### src/rtl/pipe_pkg.sv
// pipe_pkg -- shared pipeline constants and types for the hazard/stall logic.
//   T_W             width of Tuse/Tnew fields
//   TNEVER          Tuse value meaning "operand never read"
//   MULT_CYCLES_DEF default MDU occupancy for mult/multu
//   DIV_CYCLES_DEF  default MDU occupancy for div/divu
//   CNT_W           width of the MDU occupancy down-counter
//   md_state_t      MDU tracker FSM states
package pipe_pkg;

  localparam int T_W = 2;
  localparam logic [T_W-1:0] TNEVER = 2'd3;

  localparam int MULT_CYCLES_DEF = 5;
  localparam int DIV_CYCLES_DEF  = 10;
  localparam int CNT_W           = 4;

  typedef enum logic {
    IDLE = 1'b0,
    BUSY = 1'b1
  } md_state_t;

endpackage

### src/rtl/md_tracker.sv
// md_tracker -- tracks how long the multiply/divide unit stays occupied.
//   clk       clock, all state on posedge
//   reset     synchronous, active-high
//   start     one-cycle pulse: E-stage instruction launches the MDU
//   div       qualifies start: 1 = divide, 0 = multiply
//   busy      MDU occupied (includes the launch cycle itself)
//   state_dbg current FSM state, for observation only
module md_tracker
  import pipe_pkg::*;
#(
  parameter int MULT_CYCLES = MULT_CYCLES_DEF,
  parameter int DIV_CYCLES  = DIV_CYCLES_DEF
) (
  input  logic      clk,
  input  logic      reset,
  input  logic      start,
  input  logic      div,
  output logic      busy,
  output md_state_t state_dbg
);

  localparam logic [CNT_W-1:0] MULT_LOAD = CNT_W'(MULT_CYCLES - 1);
  localparam logic [CNT_W-1:0] DIV_LOAD  = CNT_W'(DIV_CYCLES - 1);

  md_state_t        state, state_next;
  logic [CNT_W-1:0] cnt, cnt_next;
  logic [CNT_W-1:0] load;

  assign load = div ? DIV_LOAD : MULT_LOAD;

  always_ff @(posedge clk) begin
    if (reset) begin
      state <= IDLE;
      cnt   <= '0;
    end else begin
      state <= state_next;
      cnt   <= cnt_next;
    end
  end

  // cnt holds the number of BUSY cycles still to come after the current one.
  // The launch cycle is covered by start itself, so an N-cycle operation
  // spends N-1 cycles in BUSY and leaves on the edge where cnt reaches 0.
  // A start while already BUSY simply restarts the occupancy window.
  always_comb begin
    state_next = state;
    cnt_next   = cnt;
    if (start) begin
      cnt_next   = load;
      state_next = (load == '0) ? IDLE : BUSY;
    end else if (state == BUSY) begin
      cnt_next = (cnt == '0) ? '0 : cnt - 1'b1;
      if (cnt <= 1) state_next = IDLE;
    end
  end

  assign busy      = ~reset & ((state == BUSY) | start);
  assign state_dbg = state;

endmodule

### src/rtl/stall_ctrl.sv
// stall_ctrl -- D-stage stall decision for the 5-stage pipeline.
//   clk, reset            clock; synchronous active-high reset
//   d_rs, d_rt            D-stage source register numbers
//   d_tuse_rs, d_tuse_rt  cycles until D needs rs/rt (TNEVER = unused)
//   d_is_md               D instr is mult/div/mfhi/mflo/mthi/mtlo
//   e_wa, m_wa            destination register in E/M (0 = none)
//   e_tnew, m_tnew        cycles until E/M result can be forwarded
//   e_md_start, e_md_div  E instr launches the MDU (div=1: divide)
//   f_en, d_en            PC and F/D register enables (low while stalling)
//   e_flush               bubble into D/E while stalling
//   md_busy               MDU occupied
//   stall_cnt             saturating count of stalled cycles since reset
//   md_state              MDU tracker state, for observation only
module stall_ctrl
  import pipe_pkg::*;
#(
  parameter int MULT_CYCLES = MULT_CYCLES_DEF,
  parameter int DIV_CYCLES  = DIV_CYCLES_DEF
) (
  input  logic           clk,
  input  logic           reset,
  input  logic [4:0]     d_rs,
  input  logic [4:0]     d_rt,
  input  logic [T_W-1:0] d_tuse_rs,
  input  logic [T_W-1:0] d_tuse_rt,
  input  logic           d_is_md,
  input  logic [4:0]     e_wa,
  input  logic [4:0]     m_wa,
  input  logic [T_W-1:0] e_tnew,
  input  logic [T_W-1:0] m_tnew,
  input  logic           e_md_start,
  input  logic           e_md_div,
  output logic           f_en,
  output logic           d_en,
  output logic           e_flush,
  output logic           md_busy,
  output logic [31:0]    stall_cnt,
  output md_state_t      md_state
);

  logic stall_rs, stall_rt, stall_md, stall;

  md_tracker #(
    .MULT_CYCLES(MULT_CYCLES),
    .DIV_CYCLES (DIV_CYCLES)
  ) u_md_tracker (
    .clk      (clk),
    .reset    (reset),
    .start    (e_md_start),
    .div      (e_md_div),
    .busy     (md_busy),
    .state_dbg(md_state)
  );

  // A producer blocks the consumer only if its result arrives later than
  // the consumer needs it. $0 is hardwired, so it never creates a hazard.
  assign stall_rs = (d_rs != 5'd0) &&
                    (((d_rs == e_wa) && (d_tuse_rs < e_tnew)) ||
                     ((d_rs == m_wa) && (d_tuse_rs < m_tnew)));
  assign stall_rt = (d_rt != 5'd0) &&
                    (((d_rt == e_wa) && (d_tuse_rt < e_tnew)) ||
                     ((d_rt == m_wa) && (d_tuse_rt < m_tnew)));
  assign stall_md = d_is_md & md_busy;

  assign stall   = ~reset & (stall_rs | stall_rt | stall_md);
  assign f_en    = ~stall;
  assign d_en    = ~stall;
  assign e_flush = stall;

  always_ff @(posedge clk) begin
    if (reset) begin
      stall_cnt <= '0;
    end else if (stall && (stall_cnt != 32'hFFFF_FFFF)) begin
      stall_cnt <= stall_cnt + 32'd1;
    end
  end

endmodule

### config.mk
export PLATFORM = sky130hd
export DESIGN_NAME = stall_ctrl
export DESIGN_NICKNAME = d
export VERILOG_FILES = /design/src/rtl/pipe_pkg.sv /design/src/rtl/md_tracker.sv /design/src/rtl/stall_ctrl.sv
export SDC_FILE = /design/constraint.sdc
export NUM_CORES = 1
export LEC_CHECK = 0
export CORE_MARGIN = 4
export CORE_UTILIZATION = 30
export CTS_BUF_LIST = sky130_fd_sc_hd__clkbuf_8
export CTS_CLUSTER_SIZE = 28
export DETAILED_ROUTE_END_ITERATION = 7
export SLEW_MARGIN = 20
export SYNTH_ARGS = -nofsm -noshare
export SYNTH_HDL_FRONTEND = slang
export SYNTH_SLANG_ARGS = --single-unit
### constraint.sdc
create_clock -name clk -period 4.4 [get_ports clk]
set_input_delay 0.44 -clock clk [delete_from_list [all_inputs] [get_ports clk]]
set_output_delay 0.44 -clock clk [all_outputs]
set_load 0.03 [all_outputs]
==> results of run 1 <==
-- kinds of logic after synthesis --
kind of cell | count (synthesis) | share of synthesized area
compound gates | 56 | 0.162
xor+xnor | 22 | 0.0853
fa+ha+maj | 5 | 0.0277
buf+inv | 19 | 0.0399
flops | 37 | 0.328
mux | 9 | 0.0443
simple gates | 126 | 0.312
-- worst reg2reg max path, stage by stage, from the launching register on --
cell and delay [ps]:
dfxtp_1 370, ha_1 250, nand3_1 290, and2b_1 310
nand3_1 160, o211ai_2 280, or4b_1 570, a21oi_1 140
-- power by group --
group | total (mW) | internal [mW] | switching, mW
clock | 0.300 | 0.170 | 0.130
combinational | 0.123 | 0.0600 | 0.0632
sequential | 0.344 | 0.339 | 0.00530
total | 0.767 | 0.569 | 0.199
-- layer usage --
metal	wire (um)	track usage	vias up
li1	-	-	1131
met2	2990	0.237	40
met3	212	0.0223	2
met1	2840	0.179	1049
met4	39	0.0325	0
met5	0	0	-
-- state kept, by name, indices dropped and copies added, names as in the netlist --
signal                  cells
stall_cnt                  32
u_md_tracker.cnt            4
u_md_tracker.state_dbg      1
-- path summary, 6_finish.rpt --
check / end / cells after the start
worst max-delay path: e_flush / 10
worst min-delay path: stall_cnt[13]$_SDFFE_PP0P_ / 2
worst max register to register: stall_cnt[9]$_SDFFE_PP0P_ / 7
worst min register to register: stall_cnt[13]$_SDFFE_PP0P_ / 2
-- cell usage after synthesis, drive strengths merged, types with 2 or more instances --
cell / instances
a2111oi: 2
a211oi: 3
o31ai: 6
nand4: 7
nor4: 3
inv: 7
nand3: 11
mux2: 8
clkbuf: 6
o21ai: 16
or4b: 2
nand2: 16
dfxtp: 37
nand2b: 10
or4: 9
xor2: 16
xnor2: 6
and3: 9
or3: 12
and4: 3
ha: 5
nor3: 11
buf: 6
nor2b: 9
nor2: 19
a21oi: 23
o21a: 2
-- final cells by class --
class                   instances  area share
multi-input cells             218       0.455
flip-flops and latches         37       0.236
repair buffers                 71       0.225
well taps                      99      0.0395
clock buffers                   5      0.0219
clock inverters                 3      0.0147
inverters                       7     0.00837
-- through the flow --
step           worst slack, ps  cell area (um2)
4_1_cts                   1010             3140
5_1_grt                    839             3140
2_1_floorplan             1910             2260
3_3_place_gp              1070             3020
6_report                  1010             3140
3_5_place_dp              1020             3020
==> metrics.md, run 1 <==
| Metric | Value |
|---|---|
| Hold_ws | `495 ps` |
| Most common library cell in the layout ignoring fill and taps | `clkdlybuf4s50_1` |
| Slew Limit Fails | `0` |
| Design Power | `0.767 mW` |
| Setup-failing EPs final | `0` |
| Synth unique cells | `45` |
| Final Hold Fails | `0` |
| Via density | `5.05` |
| Fill count | `774` |
| Starting Density | `0.310` |
| Area Overhead vs Synth | `39.0%` |
| Buffers added on ports | `69` |
| Placed cell count | `432` |
| DRC errors left | `0` |
| Status | `complete, no violations` |
| Worst hold path startpoint | `stall_cnt[13]$_SDFFE_PP0P_` |
| Slowest CP cell | `clkdlybuf4s50_1` |
| CTS Buffer Depth | `2` |
| Startpoint types | `input pin` |
| Die footprint | `8980 um2` |
| ANT cells | `0` |
| Period utilization | `0.770` |
| Power density over the cells | `244 nW/um2` |
| Post-Synthesis Cells | `274` |
| Max-Cap Viols | `0` |
| Detailed Route WL | `6080 um` |
| PostCTS Resize Cnt | `0` |
| Yosys warnings | `0` |
| Final HPWL DP | `4600 um` |
| Cts hold-fix bufs | `0` |
| CP max stage delay | `660 ps` |
| Crit-path cells | `clkdlybuf4s50_1 -> inv_1 -> ha_1 -> nor4_1 -> a22oi_1 -> o21ai_1 -> or2_2 -> nand2b_1 -> inv_1 -> clkdlybuf4s50_1` |
| Hold crit path type | `register to register` |
| Required time of the critical path | `3960 ps` |
| Core area | `7290 um2` |
| Min Clock Period, post-route | `3390 ps` |
| Yosys reg bits | `37` |
| Grt ovf | `0` |
| DR WL/cell | `13.8 um` |
| Synth Flop Type | `dfxtp_1` |
| Max FO, Critical Path | `4` |
| Initial antenna violation count | `0` |
| Syn_nets | `312` |
| Pre-antenna DRT Iters | `4` |
| RSZ-0062 raised after global routing | `no` |
| Clk sinks | `37` |
| Vias in the first global route | `2084` |
| Clock Skews | `9.53 ps` |
| DIE WIDTH | `94.8 um` |
| Num CTS Buffers | `5` |
| Num rows | `31` |
| R2r setup slk | `1960 ps` |
| Setup repair bufs after CTS | `0` |
| Sequential cell area | `741 um2` |
| FMAX | `295 MHz` |
| Register area share after synthesis | `0.328` |
| TNS Setup | `0 ps` |
| Ys async rst share | `0` |
| Worst path arrival time | `2950 ps` |
| Critical Setup Path Class | `input pin to primary output` |
| Buffer and inverter count on the worst path | `4` |
| Worst-skew pair later-pin latency | `290 ps` |
| Synth area leaders | `dfxtp_1 (33%), xor2_1 (6.2%), a21oi_1 (4.9%)` |
| Number of synthesized flops with an enable pin | `0` |
| First-pass GRT wire length | `9870 um` |
| CP startpoint | `m_tnew[1]` |
| Post-Syn Area per Cell | `8.24 um2` |
| Nets | `378` |
| H-tree levels | `2` |
| Post-synth top area share | `0.328` |
| Vias | `2222` |
| ANT nets after route | `0` |
| Clk root buf | `clkbuf_8` |
| Largest net degree at the start of global routing | `48` |
| Worst VDD drop | `0.151 mV` |
| CTS tree | `yes` |
| Share of cells above drive strength 1 | `0.0733` |
| Initial drt markers | `79` |
| Slew headroom | `0.604` |
| Clock transition at path regs | `70 ps` |
| Multi-input combinational cell area | `1430 um2` |
| # IOs | `70` |
| Fin cells | `440` |
| RR Startpoint | `stall_cnt[0]$_SDFFE_PP0P_` |
| Final Wtd Congestion | `0.877` |
| Die Height | `94.8 um` |
| Crit. End Element | `primary output` |
| Post-synthesis cell area | `2260 um2` |
| Most frequent cells in the layout | `clkdlybuf4s50_1 (69), dfxtp_1 (37), a21oi_1 (22), nor2_1 (19)` |
| Fin util | `0.431` |
| Synth area leader | `dfxtp_1` |
| Worst-Margin Slew | `592 ps` |
| Crit path max-delay family | `buffers and inverters` |
| LEAKAGE | `1.06 nW` |
| GR Util All Layers | `0.137` |
Note: power is estimated with default switching activity, not from simulation.
==> inputs of run 2 (changes only) <==
- clock period: 4.4 -> 3 ns (I/O delays scaled with it)
==> run 2 against run 1 <==
Net effect: via count fell by 0.68%; critical path depth shrank 1; worst hold slack better by 4.3 ps; utilization shrank 0.086 points; count of clock-buffer cells in the layout up 1; critical path type unchanged; setup slack worse by 620 ps; cell count grew 0.68%; combinational power up 50%; final area fell by 0.20%; sequential power grew 47%; clock skew decreased by 5.7 ps; global-route usage up 0.29 points.
==> metrics.md, run 2 (same netlist as run 1, synthesis figures left out) <==
| Metric | Value |
|---|---|
| First-pass GRT wire length | `10100 um (+1.9%)` |
| CP startpoint | `d_rs[1]` |
| TNS Setup | `0 ps (unchanged)` |
| Max FO, Critical Path | `4 (unchanged)` |
| Status | `complete, no violations` |
| Share of cells above drive strength 1 | `0.0872 (+0.0139)` |
| ANT cells | `0 (unchanged)` |
| Worst path arrival time | `2310 ps (-640 ps)` |
| Nets | `382 (+1.1%)` |
| Worst slack at placement | `87.8 ps (-927 ps)` |
| Clock Skews | `3.83 ps (-5.70 ps)` |
| Initial drt markers | `93 (+18%)` |
| Grt ovf | `0 (unchanged)` |
| Detailed Route WL | `6090 um (+0.21%)` |
| Hold_ws | `499 ps (+4.30 ps)` |
| Fin util | `0.430 (-0.000858)` |
| Vias | `2207 (-0.68%)` |
| Clk sinks | `37 (unchanged)` |
| Worst hold path depth | `2 (unchanged)` |
| Vias in the first global route | `2063 (-1.0%)` |
| Most common library cell in the layout ignoring fill and taps | `clkdlybuf4s50_1` |
| # IOs | `70 (unchanged)` |
| Core area | `7290 um2 (unchanged)` |
| Slowest CP cell | `or4_1` |
| Hold Path End | `stall_cnt[8]$_SDFFE_PP0P_` |
| Required time of the critical path | `2700 ps (-1260 ps)` |
| R2r setup slk | `630 ps (-1330 ps)` |
| Initial antenna violation count | `0 (unchanged)` |
| Period utilization | `0.870` |
| DR WL/cell | `13.7 um (-0.46%)` |
| Starting Density | `0.310 (unchanged)` |
| H-tree levels | `2 (unchanged)` |
| Slew Limit Fails | `0 (unchanged)` |
| Min Clock Period, post-route | `2610 ps` |
| Final Wtd Congestion | `0.787 (-10%)` |
| Final Hold Fails | `0 (unchanged)` |
| Clk root buf | `clkbuf_8` |
| Area Overhead vs Synth | `38.7%` |
| Design Power | `1.04 mW (+36%)` |
| Via density | `4.98 (-1.3%)` |
| Slew headroom | `0.629 (+0.0242)` |
| PostCTS Resize Cnt | `0 (unchanged)` |
| ANT nets after route | `0 (unchanged)` |
| Power density over the cells | `332 nW/um2 (+36%)` |
| Max-Cap Viols | `0 (unchanged)` |
| Crit-path cells | `clkdlybuf4s50_1 -> or4_1 -> nor2_1 -> o21ai_1 -> buf_4 -> or2_2 -> nand2b_1 -> inv_1 -> buf_4` |
| LEAKAGE | `1.08 nW (+1.3%)` |
| Final HPWL DP | `4710 um (+2.3%)` |
| Num rows | `31 (unchanged)` |
| Startpoint types | `input pin` |
| Num CTS Buffers | `5 (unchanged)` |
| Buffers added on ports | `69 (unchanged)` |
| Setup-failing EPs final | `0 (unchanged)` |
| Fill count | `772 (-0.26%)` |
| Cts hold-fix bufs | `0 (unchanged)` |
| FMAX | `383 MHz` |
| Final setup margin | `389 ps (-622 ps)` |
| Worst-skew pair later-pin latency | `280 ps (about the same)` |
| Largest register by flop count | `stall_cnt` |
| Worst-Margin Slew | `555 ps (-36.2 ps)` |
| Reg-to-Reg End | `stall_cnt[3]$_SDFFE_PP0P_` |
| GR Util All Layers | `0.140 (+0.00288)` |
| Worst VDD drop | `0.214 mV (+42%)` |
| Die footprint | `8980 um2 (unchanged)` |
| Largest register FFs | `32 (unchanged)` |
| Reg2reg path depth | `8 (+1)` |
| Worst hold path startpoint | `stall_cnt[8]$_SDFFE_PP0P_` |
| Die Height | `94.8 um (unchanged)` |
| RSZ-0062 raised after global routing | `no` |
| Most frequent cells in the layout | `clkdlybuf4s50_1 (66), dfxtp_1 (37), a21oi_1 (22), nor2_1 (19)` |
| Largest net degree at the start of global routing | `48 (unchanged)` |
| Crit. End Element | `primary output` |
| CTS Buffer Depth | `2 (unchanged)` |
| Clock transition at path regs | `70 ps (about the same)` |
| Setup repair bufs after CTS | `0 (unchanged)` |
| DRC errors left | `0 (unchanged)` |
| CTS tree | `yes` |
| RR Startpoint | `stall_cnt[6]$_SDFFE_PP0P_` |
| Critical Setup Path Class | `input pin to primary output` |
| CP max stage delay | `580 ps (-80 ps)` |
| DIE WIDTH | `94.8 um (unchanged)` |
| Pre-antenna DRT Iters | `4 (unchanged)` |
| Worst path most repeated cell | `buf_4` |
| Hold crit path type | `register to register` |
run 2: layout make-up:
cell class                 instances  area [um2]  share of cell area
tap                               99         124              0.0395
timing repair buffer              75         728               0.232
multi-input combinational        218        1430               0.456
sequential                        37         741               0.236
clock buffer                       6        82.6              0.0264
clock inverter                     1        3.75             0.00120
inverter                           7        26.3             0.00839
run 2: worst max path at each step:
| stage | endpoint | slack [ps] | depth (start not counted) |
|---|---|---|---|
| final | e_flush | 390 | 9 |
| after global routing | stall_cnt[7]$_SDFFE_PP0P_ | 210 | 9 |
| after CTS | e_flush | 390 | 9 |
| after detailed placement | stall_cnt[9]$_SDFFE_PP0P_ | 90 | 9 |
| after global placement | stall_cnt[9]$_SDFFE_PP0P_ | 170 | 9 |
| after floorplan | e_flush | 710 | 7 |
run 2: stage by stage:
stage	std cells	instance area, um2
2_1_floorplan	274	2260
3_3_place_gp	436	3050
3_5_place_dp	436	3050
4_1_cts	443	3130
5_1_grt	443	3130
6_report	443	3130
run 2: metal layers:
metal / up-vias / part of all wire / routed length (um) / global-route usage
met5: - / 0 / 0 / 0
met4: 0 / 0.0069 / 42 / 0.0288
met3: 4 / 0.032 / 192 / 0.0271
met2: 32 / 0.49 / 2970 / 0.235
met1: 1032 / 0.47 / 2880 / 0.187
li1: 1139 / - / - / -
run 2: worst max-delay path, delay by kind of cell:
kind / cells / cell delay [ps]
AOI/OAI and AO/OA: 1 / 80
buffers and inverters: 4 / 840
and+or+nand+nor: 4 / 1100
run 2: power breakdown:
group | switching, mW | internal [mW] | total [mW]
registers | 0.00776 | 0.497 | 0.505
clock network | 0.172 | 0.179 | 0.351
logic | 0.0935 | 0.0916 | 0.185
==> inputs of run 3 (changes only) <==
- CORE_UTILIZATION: 30 -> 44
- PLACE_DENSITY: not set -> 0.9
==> run 3 against run 2 <==
Net effect: first-iteration DRC count is 7.5% lower; largest cell class unchanged; largest power group unchanged; highest routed layer unchanged; sequential share of layout area up 0.39 points; total power fell by 0.40%; clock power is 1% lower.
==> metrics.md, run 3 (same netlist as run 1, synthesis figures left out) <==
| Metric | Value |
|---|---|
| Worst VDD drop | `0.299 mV (+40%)` |
| Multi-input combinational cell area | `1430 um2 (unchanged)` |
| Nets | `381 (-0.26%)` |
| Worst-skew pair later-pin latency | `300 ps (+20 ps)` |
| Vias in the first global route | `2253 (+9.2%)` |
| Setup repair bufs after CTS | `0 (unchanged)` |
| Grt ovf | `0 (unchanged)` |
| DRC errors left | `0 (unchanged)` |
| Initial antenna violation count | `0 (unchanged)` |
| Most frequent cells in the layout | `clkdlybuf4s50_1 (66), dfxtp_1 (37), a21oi_1 (22), nor2_1 (19)` |
| Vias | `2294 (+3.9%)` |
| Reg2reg path depth | `8 (unchanged)` |
| # IOs | `70 (unchanged)` |
| Startpoint types | `input pin` |
| ANT nets after route | `0 (unchanged)` |
| Period utilization | `0.870 (about the same)` |
| Slew Limit Fails | `0 (unchanged)` |
| Core area | `4850 um2 (-34%)` |
| Clock Skews | `3.45 ps (-0.379 ps)` |
| GRT Max-Usage Layer | `met2` |
| Worst-Margin Slew | `524 ps (-31.3 ps)` |
| Most common library cell in the layout ignoring fill and taps | `clkdlybuf4s50_1` |
| Min Clock Period, post-route | `2610 ps (-0.900 ps)` |
| Final HPWL DP | `4750 um (+0.83%)` |
| RSZ-0062 raised after global routing | `no` |
| LEAKAGE | `1.07 nW (-0.33%)` |
| Crit. End Element | `primary output` |
| Placed cell count | `403 (-7.6%)` |
| Starting Density | `0.466 (+0.156)` |
| CTS Buffer Depth | `2 (unchanged)` |
| Critical Setup Path Class | `input pin to primary output` |
| Cts hold-fix bufs | `0 (unchanged)` |
| TNS Setup | `0 ps (unchanged)` |
| Clk sinks | `37 (unchanged)` |
| Setup-failing EPs final | `0 (unchanged)` |
| Design Power | `1.04 mW (-0.40%)` |
| Num rows | `25 (-19%)` |
| Clock transition at path regs | `70 ps (about the same)` |
| DIE WIDTH | `79.6 um (-16%)` |
| Initial drt markers | `86 (-7.5%)` |
| Worst hold path depth | `2 (unchanged)` |
| DR WL/cell | `15.0 um (+9.1%)` |
| Largest register by flop count | `stall_cnt` |
| Slew headroom | `0.650 (+0.0209)` |
| Max FO, Critical Path | `4 (unchanged)` |
| H-tree levels | `2 (unchanged)` |
| GR Util All Layers | `0.200 (+0.0600)` |
| ANT cells | `0 (unchanged)` |
| First-pass GRT wire length | `10200 um (+1.5%)` |
| Buffers added on ports | `69 (unchanged)` |
| Power density over the cells | `337 nW/um2 (+1.3%)` |
| Sequential cell area | `741 um2 (unchanged)` |
| Area Overhead vs Synth | `36.5%` |
| Via density | `5.58 (+12%)` |
| Num CTS Buffers | `5 (unchanged)` |
| Clk root buf | `clkbuf_8` |
| Worst path arrival time | `2310 ps (about the same)` |
| Final Wtd Congestion | `0.854 (+8.5%)` |
| Die Height | `79.6 um (-16%)` |
| Detailed Route WL | `6170 um (+1.3%)` |
| Max-Cap Viols | `0 (unchanged)` |
| Die footprint | `6340 um2 (-29%)` |
| Fin util | `0.636 (+0.206)` |
| Share of cells above drive strength 1 | `0.0872 (unchanged)` |
| Status | `complete, no violations` |
| Largest register FFs | `32 (unchanged)` |
| Global routing usage on met2 | `0.351 (+0.117)` |
| CTS tree | `yes` |
| Hold crit path type | `register to register` |
| Fill count | `429 (-44%)` |
| Largest net degree at the start of global routing | `48 (unchanged)` |
| FMAX | `383 MHz (about the same)` |
| Met3 Resource Use GR | `0.0395 (+0.0124)` |
| Grt met1 use | `0.232 (+0.0445)` |
| Final Hold Fails | `0 (unchanged)` |
| PostCTS Resize Cnt | `0 (unchanged)` |
| Pre-antenna DRT Iters | `4 (unchanged)` |
| Required time of the critical path | `2700 ps (about the same)` |
| Fin cells | `411 (-7.2%)` |
run 3: cell types whose count changed in the layout (fill, tap and decap cells not counted):
cell / before / now
clkinv_2: 0 / 2
clkbuf_8: 6 / 5
buf_4: 9 / 8
run 3: worst max-delay path, stage by stage:
cell,delay [ps]
clkdlybuf4s50_1,460
inv_1,60
ha_1,280
a2111oi_2,320
nand4_1,150
a21oi_2,250
or2_2,150
nand2b_1,100
inv_1,80
buf_4,150
run 3: metrics by stage:
stage	setup WS [ps]	area, um2	hold slack [ps]
6_report	390	3080	500
5_1_grt	271	3080	540
3_3_place_gp	177	3000	476
3_5_place_dp	106	3000	495
2_1_floorplan	706	2260	379
4_1_cts	369	3080	506
run 3: power by group:
part           total, mW  leakage, nW  internal, mW  switching (mW)
Sequential         0.505        0.299         0.497         0.00760
Clock              0.347       0.0491         0.158           0.189
Combinational      0.186        0.727        0.0918          0.0940
Total               1.04         1.07         0.747           0.291
run 3: final timing paths:
check | start | endpoint | slack [ps]
min reg2reg | stall_cnt[13]$_SDFFE_PP0P_ | stall_cnt[13]$_SDFFE_PP0P_ | 500
min | stall_cnt[13]$_SDFFE_PP0P_ | stall_cnt[13]$_SDFFE_PP0P_ | 500
max | e_tnew[1] | e_flush | 390
max reg2reg | stall_cnt[0]$_SDFFE_PP0P_ | stall_cnt[3]$_SDFFE_PP0P_ | 530
run 3: cell type report:
cell class	instances	area share
sequential	37	0.240
inverter	7	0.00853
tap	67	0.0272
clock inverter	3	0.00447
timing repair buffer	74	0.234
clock buffer	5	0.0223
multi-input combinational	218	0.463
run 3: per-layer routing:
metal / share of wire / wire [um]
met4: 0.025 / 152
met1: 0.42 / 2570
met2: 0.51 / 3150
met5: 0 / 0
met3: 0.048 / 295
